**src/rtl/noc_pkg.sv**
```systemverilog
// Shared NoC definitions: flit width, injector state encoding and the
// head-flit destination field used by both the injector and the router's
// routing decode.
package noc_pkg;

  localparam int FLIT_W = 4;

  // Destination field inside a head flit. The whole flit carries the
  // destination code today; the router decodes the same field.
  localparam int DEST_LSB = 0;
  localparam int DEST_W   = FLIT_W;

  typedef enum logic [1:0] {
    INJ_IDLE = 2'd0,
    INJ_HEAD = 2'd1,
    INJ_BODY = 2'd2
  } inj_state_e;

  // Builds a head flit from a destination code.
  function automatic logic [FLIT_W-1:0] make_head_flit(input logic [DEST_W-1:0] dest);
    logic [FLIT_W-1:0] flit;
    flit = '0;
    flit[DEST_LSB +: DEST_W] = dest;
    return flit;
  endfunction

endpackage

```
**src/rtl/noc_inj_stats.sv**
```systemverilog
// Saturating statistics counters for the local injector: completed packets
// and cycles spent presenting a flit to a full router FIFO.
module noc_inj_stats #(
  parameter int STAT_W = 16
) (
  input  logic              clk,
  input  logic              reset,
  input  logic              pkt_done,
  input  logic              stall,
  output logic [STAT_W-1:0] pkt_sent,
  output logic [STAT_W-1:0] stall_cycles
);

  // Both counters stop at all-ones and only reset clears them.
  always_ff @(posedge clk or negedge reset) begin
    if (!reset) begin
      pkt_sent     <= '0;
      stall_cycles <= '0;
    end else begin
      if (pkt_done && (pkt_sent != {STAT_W{1'b1}}))
        pkt_sent <= pkt_sent + STAT_W'(1);
      if (stall && (stall_cycles != {STAT_W{1'b1}}))
        stall_cycles <= stall_cycles + STAT_W'(1);
    end
  end

endmodule

```
**src/rtl/noc_local_injector.sv**
```systemverilog
// Local packet injector for a routerv2 local input port.
// Accepts one packet per req_valid/req_ready handshake, then writes a head
// flit (destination) followed by PAYLOAD_FLITS payload flits, LSB nibble
// first, holding each flit while local_full is high.
// Handshake: a request transfers on a rising edge where req_valid and
// req_ready are both high; a flit transfers on a rising edge where
// write_local is high and local_full is low. req_ready is high only in IDLE.
// Optional statistics (pkt_sent, stall_cycles) exist only when
// NOC_INJ_STATS_EN is defined.
// FLIT_W must match noc_pkg::FLIT_W (router port width).
module noc_local_injector #(
  parameter int FLIT_W        = noc_pkg::FLIT_W,
  parameter int PAYLOAD_FLITS = 3
`ifdef NOC_INJ_STATS_EN
  ,
  parameter int STAT_W        = 16
`endif
) (
  input  logic                            clk,
  input  logic                            reset,
  input  logic                            req_valid,
  output logic                            req_ready,
  input  logic [FLIT_W-1:0]               req_dest,
  input  logic [PAYLOAD_FLITS*FLIT_W-1:0] req_payload,
  input  logic                            local_full,
  output logic                            write_local,
  output logic [FLIT_W-1:0]               local_in,
  output logic                            busy,
  output logic [1:0]                      state_dbg
`ifdef NOC_INJ_STATS_EN
  ,
  output logic [STAT_W-1:0]               pkt_sent,
  output logic [STAT_W-1:0]               stall_cycles
`endif
);

  import noc_pkg::*;

  // Flit index counts payload nibbles; 4 bits covers up to 15 payload flits.
  localparam int IDX_W = 4;

  inj_state_e                      state, state_nxt;
  logic [IDX_W-1:0]                idx, idx_nxt, idx_inc;
  logic [PAYLOAD_FLITS*FLIT_W-1:0] payload_q, payload_nxt;
  logic                            wl_nxt, ready_nxt, busy_nxt;
  logic [FLIT_W-1:0]               flit_nxt;
  logic                            accept, last_flit;

  assign accept    = write_local & ~local_full;
  assign last_flit = (idx == IDX_W'(PAYLOAD_FLITS - 1));
  assign idx_inc   = idx + IDX_W'(1);
  assign state_dbg = state;

  // State and every output are registered so nothing downstream sees a
  // combinational path from local_full or req_valid.
  always_ff @(posedge clk or negedge reset) begin
    if (!reset) begin
      state       <= INJ_IDLE;
      idx         <= '0;
      payload_q   <= '0;
      write_local <= 1'b0;
      local_in    <= '0;
      req_ready   <= 1'b1;
      busy        <= 1'b0;
    end else begin
      state       <= state_nxt;
      idx         <= idx_nxt;
      payload_q   <= payload_nxt;
      write_local <= wl_nxt;
      local_in    <= flit_nxt;
      req_ready   <= ready_nxt;
      busy        <= busy_nxt;
    end
  end

  // Next-state and next-output decode; a stalled flit simply holds.
  always_comb begin
    state_nxt   = state;
    idx_nxt     = idx;
    payload_nxt = payload_q;
    wl_nxt      = write_local;
    flit_nxt    = local_in;
    case (state)
      INJ_IDLE: begin
        // local_full is ignored here; the head flit just waits if needed.
        if (req_valid) begin
          payload_nxt = req_payload;
          flit_nxt    = make_head_flit(req_dest);
          wl_nxt      = 1'b1;
          idx_nxt     = '0;
          state_nxt   = INJ_HEAD;
        end
      end
      INJ_HEAD: begin
        if (accept) begin
          flit_nxt  = payload_q[0 +: FLIT_W];
          idx_nxt   = '0;
          state_nxt = INJ_BODY;
        end
      end
      INJ_BODY: begin
        if (accept) begin
          if (!last_flit) begin
            idx_nxt  = idx_inc;
            flit_nxt = payload_q[int'(idx_inc)*FLIT_W +: FLIT_W];
          end else begin
            wl_nxt    = 1'b0;
            state_nxt = INJ_IDLE;
          end
        end
      end
      default: begin
        wl_nxt    = 1'b0;
        state_nxt = INJ_IDLE;
      end
    endcase
    ready_nxt = (state_nxt == INJ_IDLE);
    busy_nxt  = (state_nxt != INJ_IDLE);
  end

`ifdef NOC_INJ_STATS_EN
  logic pkt_done, stall;

  // A packet completes on acceptance of its last payload flit.
  assign pkt_done = (state == INJ_BODY) & accept & last_flit;
  assign stall    = write_local & local_full;

  noc_inj_stats #(
    .STAT_W(STAT_W)
  ) u_stats (
    .clk          (clk),
    .reset        (reset),
    .pkt_done     (pkt_done),
    .stall        (stall),
    .pkt_sent     (pkt_sent),
    .stall_cycles (stall_cycles)
  );
`endif

endmodule

```
**config.mk**
```make
export PLATFORM = sky130hd
export DESIGN_NAME = noc_local_injector
export DESIGN_NICKNAME = d
export VERILOG_FILES = /design/src/rtl/noc_pkg.sv /design/src/rtl/noc_inj_stats.sv /design/src/rtl/noc_local_injector.sv
export SDC_FILE = /design/constraint.sdc
export NUM_CORES = 1
export LEC_CHECK = 0
export CAP_MARGIN = 20
export CORE_ASPECT_RATIO = 0.8
export CORE_UTILIZATION = 45
export CTS_CLUSTER_DIAMETER = 60
export DETAILED_ROUTE_END_ITERATION = 8
export PLACE_DENSITY = 0.78
export REMOVE_ABC_BUFFERS = 1
export SYNTH_ARGS = -nofsm -noshare
export SYNTH_HDL_FRONTEND = slang
export SYNTH_SLANG_ARGS = --single-unit
```
**constraint.sdc**
```tcl
create_clock -name clk -period 1.6 [get_ports clk]
set_clock_uncertainty 0.1 [all_clocks]
set_input_delay 0.4 -clock clk [delete_from_list [all_inputs] [get_ports clk]]
set_output_delay 0.4 -clock clk [all_outputs]
set_load 0.01 [all_outputs]
```
==> results.txt, run 1 <==
The maximum fanout count along the critical path came out at 4. Summed over all cells, the static leakage comes to 0.000992 uW. The final number of hold-violating endpoints is 0. The type of the worst setup path is reg -> reg. The DRC violation count after routing came out at 0. The utilization of the core after routing came out at 0.788. The slew at the pin closest to its max-slew limit came out at 0.348 ns. The count of H-tree levels built during CTS is 1.

The clock passes through at most 2 buffers. The slowest stage cell on the critical path is dfrtp_2. Setup repair after global routing could not meet its margin everywhere. The count of flip-flops with a built-in enable after synthesis came out at 0.

The first routing iteration left 47 violations. The total global routing track utilization is 0.243. The summed instance area of the synthesized netlist is 1370 sq um. In this run the core area contains 17 standard-cell rows. The total instance count after detailed placement came out at 210. The effective utilization at floorplan is 0.485.

The repair_antennas step left the layout with diodes totalling 0. The number of nets with antenna violations after detailed routing is 0. The wire length of the first global-routing pass came out at 5.82 mm. The tightest slew margin relative to the limit came out at 0.768. In the layout the commonest cells are dfrtp_1 (22), clkdlybuf4s50_1 (19), nand2_1 (18), buf_4 (16), buf_6 (14). TritonCTS built the clock tree. The number of cells produced by synthesis is 127.

The CTS sink count is 25. The TritonCTS buffer count is 3. The final worst slack came out at -0.209 ns. The wire length after detailed routing came out at 3.75 mm.

The congestion estimate from routability-driven global placement came to 0.851. The remaining global-route overflow is 0. The most common flop cell mapped by yosys is dfrtp_1. The count of buffers inserted at the top-level ports is 28. The insertion delay of the later-clocked pin in the worst-skew pair is 0.28 ns. The worst vdd rail ir drop came out at 1.05 mV. The maximum number of pins on one net before global-route repair came out at 17. The max capacitance violation total came out at 0. The number of global-route vias before repair was 1210. STA classifies the critical path startpoint as a flop. Averaged over all synthesized cells, the footprint is 10.8 sq um.

Timing would allow up to 553 MHz. The peak per-stage delay on the critical path came out at 0.44 ns. The HPWL after detailed placement came out at 2.49 mm. The power per unit of standard cell area came out at 1880 nW/um^2. The flow ran to the end, but the final reports show violations. Of the cells placed in the final design, the portion with a size suffix greater than 1 is 0.497.

For the final routed database, the setup TNS stands at -1.04 ns. The die extent in x came out at 63.7 um. The initial antenna violation count is 0. The total core area is 2830 sq um. After detailed routing, the average wire length per cell comes to 16.8 um.

The overall power came out at 4200 uW. The data arrival time of the critical path is 1.89 ns. The checks that failed: negative setup slack.

The required time of the critical path came out at 1.68 ns. The proportion of synthesized chip area in sequential cells came out at 0.457. The vertical die dimension is 51.4 um. Setup violations remaining at the end of the flow were counted as 9. The total via count after detailed routing came out at 1214.

The post-layout net count came out at 212. The final critical-path share of the clock period is 1.13. The final count of pins violating max slew is 0. The tightest min-delay check is of the in -> async type. The clock slew seen by the registers of the worst setup and hold paths came out at 0.10 ns. The die area is 3270 sq um. The share of flip-flops with an asynchronous set or reset after synthesis is 1.00. The signal on the critical path passes through ha_4 -> and2_4 -> a21oi_4 -> o32ai_4 -> a21oi_2 -> o31ai_2. The clock root buffer master is clkbuf_8. The clock period minus worst slack is 1.81 ns. 29 I/O pins were placed. The relative area change from synthesis to final layout came out at 62.6%.

During synthesis, Yosys emitted a total of 0 warnings. The count of TritonRoute iterations in the first routing pass is 5. The routed via count divided by cell count came out at 5.44.

The number of fill cells in the layout is 165. The kind of end point of the critical path is a flop. Leaving out fill and tap cells, the most frequent cell in the layout is dfrtp_1. The number of hold-repair buffers added at the cts stage is 0.

The post-layout instance count excluding filler cells is 223. The synthesis-stage register bit count is 25. Synthesis instantiated 35 different standard cells from the library.
==> cell usage after synthesis, drive strengths merged, types with 2 or more instances <==
| cell type | count | area share |
|---|---|---|
| a21oi | 7 | 0.034 |
| nor3b | 2 | 0.011 |
| nor2 | 8 | 0.026 |
| mux2i | 4 | 0.029 |
| nor3 | 2 | 0.015 |
| o31ai | 5 | 0.042 |
| nand3 | 5 | 0.022 |
| inv | 5 | 0.014 |
| and2 | 2 | 0.0091 |
| nand2 | 21 | 0.057 |
| dfrtp | 24 | 0.44 |
| ha | 6 | 0.055 |
| nor2b | 2 | 0.011 |
| mux2 | 13 | 0.11 |
| buf | 4 | 0.014 |
| o21ai | 8 | 0.029 |
==> final timing paths <==
kind / start / end / slack [ns] / depth (start not counted)
setup reg to reg: idx[1] / local_in[1] / -0.21 / 6
hold reg to reg: local_in[2] / local_in[2] / 0.41 / 2
hold / removal: reset / payload_q[9] / 0.33 / 2
max in group asynchronous: reset / req_ready / 0.82 / 2
setup / recovery: idx[1] / local_in[1] / -0.21 / 6
min in group clk: local_in[2] / local_in[2] / 0.41 / 2
==> metal layers <==
layer,share of wire,vias to the layer above,track usage
met5,0,-,0
met4,0.020,0,0.0909
met3,0.028,7,0.0424
met2,0.54,36,0.465
met1,0.41,611,0.268
li1,-,560,-
==> where the power goes <==
group	leakage [uW]	internal [uW]	switching (uW)	total (uW)
clock	0.0000261	183	222	405
combinational	0.000664	1400	1270	2670
sequential	0.000302	931	197	1130
==> kinds of logic after synthesis <==
| group | share of synthesized area |
|---|---|
| DFF | 0.457 |
| buffers and inverters | 0.0274 |
| adders and majority gates | 0.0547 |
| and+or+nand+nor | 0.164 |
| muxes | 0.136 |
| AOI/OAI and AO/OA | 0.161 |
==> flip-flops by register name, indices dropped and copies added (netlist names) <==
signal	cells
busy	1
idx	4
local_in	4
payload_q	12
req_ready	1
state_dbg	2
write_local	1
==> worst max-delay path: cells and delay by family (launching register included) <==
family,cells,cell delay [ns]
adders and majority gates,1,0.18
DFF,1,0.44
AOI/OAI and AO/OA,4,0.83
and+or+nand+nor,1,0.15
==> area by class of cell <==
class,count,area (sq um),share of cell area
multi-input combinational,93,906,0.406
tap,38,47.5,0.0213
clock inverter,1,8.76,0.00393
inverter,5,21.3,0.00954
sequential,25,629,0.282
clock buffer,3,41.3,0.0185
timing repair buffer,58,576,0.258
==> per-stage QoR <==
stage	hold WS (ns)	worst slack (ns)	instance area [sq um]
floorplan	0.00441	-0.398	1350
global route	0.355	-0.263	2230
finish	0.333	-0.209	2230
CTS	0.346	-0.158	2070
detailed placement	0.386	-0.408	1850
global placement	0.381	-0.367	1850
==> what timing repair did <==
action	4_1_cts	5_1_grt
resized for setup	49	33
gates cloned	1	1
setup endpoints to repair	34	27
buffers inserted	6	3
pin swaps	9	21
No activity file was read; power rests on OpenSTA's default activity.
==> run 2, diff against run 1 <==
--- a/config.mk
+++ b/config.mk
@@ -5,6 +5,7 @@
 export SDC_FILE = /design/constraint.sdc
 export NUM_CORES = 1
 export LEC_CHECK = 0
+export ABC_AREA = 1
 export CAP_MARGIN = 20
 export CORE_ASPECT_RATIO = 0.8
 export CORE_UTILIZATION = 45
@@ -15,3 +16,4 @@
 export SYNTH_ARGS = -nofsm -noshare
 export SYNTH_HDL_FRONTEND = slang
 export SYNTH_SLANG_ARGS = --single-unit
+export TNS_END_PERCENT = 100
==> results.txt, run 2 <==
The flow ran to the end, and the final reports show no timing, DRC or antenna violations. The number of diodes added for antenna fixing came out at 0. At the end of routability-driven placement, the weighted congestion stood at 0.908. Leaving out fill and tap cells, the most frequent cells in the layout are nand2_1 (48), dfrtp_1 (24), inv_1 (19), clkdlybuf4s50_1 (19), nand3_1 (17).

The count of TritonRoute iterations in the first routing pass came out at 4. The commonest cells after synthesis are nand2_1 (52), dfrtp_1 (24), inv_1 (22), nand3_1 (17), nor2_1 (15). After detailed routing, the total wire length is 3.57 mm. The layout cell share with drive strength beyond 1 is 0.222. The tightest slew margin relative to the limit is 0.767. The total via count after detailed routing came out at 1291. In this run the power density over the cells is 558 nW/um^2. The synthesized area divided by synthesized cell count is 7.86 sq um. The slowest stage cell on the critical path is dfrtp_1. The share of the Yosys chip area taken by registers is 0.461. The wire length of the first global-routing pass came out at 5.47 mm. For the worst setup path, the data arrival time is 1.66 ns. The count of flip-flops with a built-in enable after synthesis came out at 0. The worst-case IR drop observed on VDD is 0.456 mV.

Counting flops with an async set or reset pin after synthesis yields a share of 1.00. The mean routed wirelength per cell came out at 14.1 um. The number of cells on the worst reg-to-reg path is 7. The CTS sink count is 25. STA classifies the critical path endpoint as a flop. The total I/O pin count came out at 29. The endpoint identified for the worst register-to-register timing path is local_in[3]. The initial antenna violation count came out at 0. The largest registers in the layout are payload_q (12), idx (4), local_in (4). The met1 global-route usage came out at 0.251. Among all flip-flop cells after synthesis, the most frequent one is dfrtp_1. In the post-synthesis netlist, the biggest area contributors are dfrtp_1 (44%), nand2_1 (14%), nand3_1 (6.3%). Setup repair after global routing could not meet its margin everywhere.

The slew at the pin closest to its max-slew limit came out at 0.348 ns. The number of nets with antenna violations after detailed routing came out at 0. The largest total area in the synthesized netlist belongs to dfrtp_1.

Yosys instantiated no cell more often than nand2_1. The count of H-tree levels built during CTS is 1. After the first detailed-routing iteration, the DRC count stood at 124. The sum of buffers and inverters on the critical path came out at 2. The number of global-route vias before repair came out at 1299. met2 is the most crowded layer. The effective utilization at floorplan is 0.484.

The routed via count divided by cell count is 5.08. Of the post-synthesis cell area, the dominant cell type holds 0.442. The routed design could run at a clock period as short as 1.60 ns.

The leakage component of the power came out at 0.00100 uW. The final critical-path share of the clock period came out at 0.998. The summed instance area of the synthesized netlist is 1360 sq um. Timing would allow up to 626 MHz. The number of synthesis warnings is 0. For this run, the slowest stage of the critical path takes 0.42 ns. The required time of the critical path is 1.67 ns. The setup check on the worst reg-to-reg path leaves a slack of 0.003 ns. Leaving out fill and tap cells, the most frequent cell in the layout is nand2_1. The register with the most flip-flops in the layout has 12 of them. The post-layout net count is 243.

The die extent in x came out at 63.5 um. The critical path goes through buf_4 -> ha_2 -> o21ai_4 -> buf_4 -> nand3_4 -> nand2_1 -> nand2_1. The insertion delay of the later-clocked pin in the worst-skew pair came out at 0.27 ns. Summed over all layers, the global routing overflow is 0. The CTS tree is built.

Setup violations remaining at the end of the flow were counted as 0. The met2 global-route usage came out at 0.406. Entering global routing, the biggest net connects 21 pins. The final number of hold-violating endpoints is 0.

The count of buffers inserted at the top-level ports is 28. The number of hold-repair buffers added at the cts stage came out at 0. The final count of pins violating max slew is 0.

Synthesis inferred 25 register bits. The total global routing track utilization came out at 0.222. The max capacitance violation total is 0. The DRC violation count after routing is 0. The kind of cell with the highest combined delay along the critical path is flip-flops. Detailed placement finished with a half-perimeter wire length of 2.46 mm.

The relative area change from synthesis to final layout is 41.6%. No sink is reached through more buffers than the 2 on the longest clock path. The utilization of the core after routing came out at 0.686. The number of cells produced by synthesis came out at 173. The clock slew seen by the registers of the worst setup and hold paths came out at 0.09 ns. The maximum fanout count along the critical path came out at 5. Summing internal, switching and leakage power gives 1070 uW. The total core area is 2810 sq um. The setup path with the least slack is of type reg -> reg. STA classifies the critical path startpoint as a flop. The type of the worst min-delay path is in -> async. The floorplan step defined a die boundary enclosing 3250 sq um. For met3 alone, demand over resource in global routing was 0.0580.

The placement row count came out at 17. The vertical die dimension is 51.2 um. The tree is rooted in a clkbuf_8. The TritonCTS buffer count came out at 3. payload_q holds more flip-flops than any other register.

The worst register-to-register path begins at state_dbg[0]. The number of different library cells in the post-synthesis netlist came out at 20. The final sum of negative setup slack came out at 0 ns.
## run 2: cell count changes after synthesis, moves of 6 or more
| cell | change |
|---|---|
| nand2_1 | +31 |
| o21ai_0 | -6 |
| nand3_1 | +13 |
| mux2_2 | -8 |
| nor2_1 | +9 |
| a21oi_1 | +7 |
| inv_1 | +18 |
## run 2: logic make-up after synthesis
group	count (synthesis)	share of synthesized area
fa+ha+maj	6	0.0552
flops	25	0.461
buf+inv	28	0.0874
mux	4	0.0331
simple gates	94	0.296
compound gates	16	0.0672
## run 2: routing by layer
| layer | vias up | wire length (um) | part of all wire |
|---|---|---|---|
| li1 | 628 | - | - |
| met1 | 611 | 1480 | 0.41 |
| met2 | 41 | 1870 | 0.52 |
| met3 | 11 | 161 | 0.045 |
| met4 | 0 | 67 | 0.019 |
| met5 | - | 0 | 0 |
## run 2: repair_timing
item,CTS,global route
endpoints found under the setup margin,23,12
pin swaps,1,9
buffers inserted,1,5
gates cloned,0,1
resized for setup,12,22
## run 2: area by class of cell
cell class,count,area [sq um]
well taps,38,47.5
clock buffers,4,45.0
repair buffers,42,392
fillers,218,882
multi-input cells,121,722
inverters,24,92.6
flip-flops and latches,25,627
## run 2: metrics by stage
| step | instances | hold slack [ns] | worst slack (ns) | area, sq um |
|---|---|---|---|---|
| finish | 254 | 0.291 | 0.00265 | 1930 |
| global route | 254 | 0.310 | -0.0701 | 1930 |
| CTS | 248 | 0.306 | 0.000349 | 1790 |
| global placement | 243 | 0.367 | -0.125 | 1730 |
| floorplan | 169 | 0.00441 | -0.107 | 1330 |
| detailed placement | 243 | 0.380 | -0.167 | 1730 |
## run 2: report_power, final
group,leakage [uW],switching [uW],internal [uW]
combinational,0.000686,21.3,45.5
clock,0.0000228,197,178
sequential,0.000293,0,631
total,0.00100,219,855
## run 2: how the worst max path moves through the flow
stage	to	cells past startpoint	startpoint	slack (ns)
3_3_place_gp	local_in[0]	7	req_valid	-0.12
3_5_place_dp	local_in[0]	7	req_valid	-0.17
2_1_floorplan	payload_q[10]	4	state_dbg[0]	-0.11
4_1_cts	idx[3]	7	state_dbg[1]	0.0003
5_1_grt	local_in[2]	9	state_dbg[1]	-0.07
6_report	local_in[3]	7	state_dbg[0]	0.003
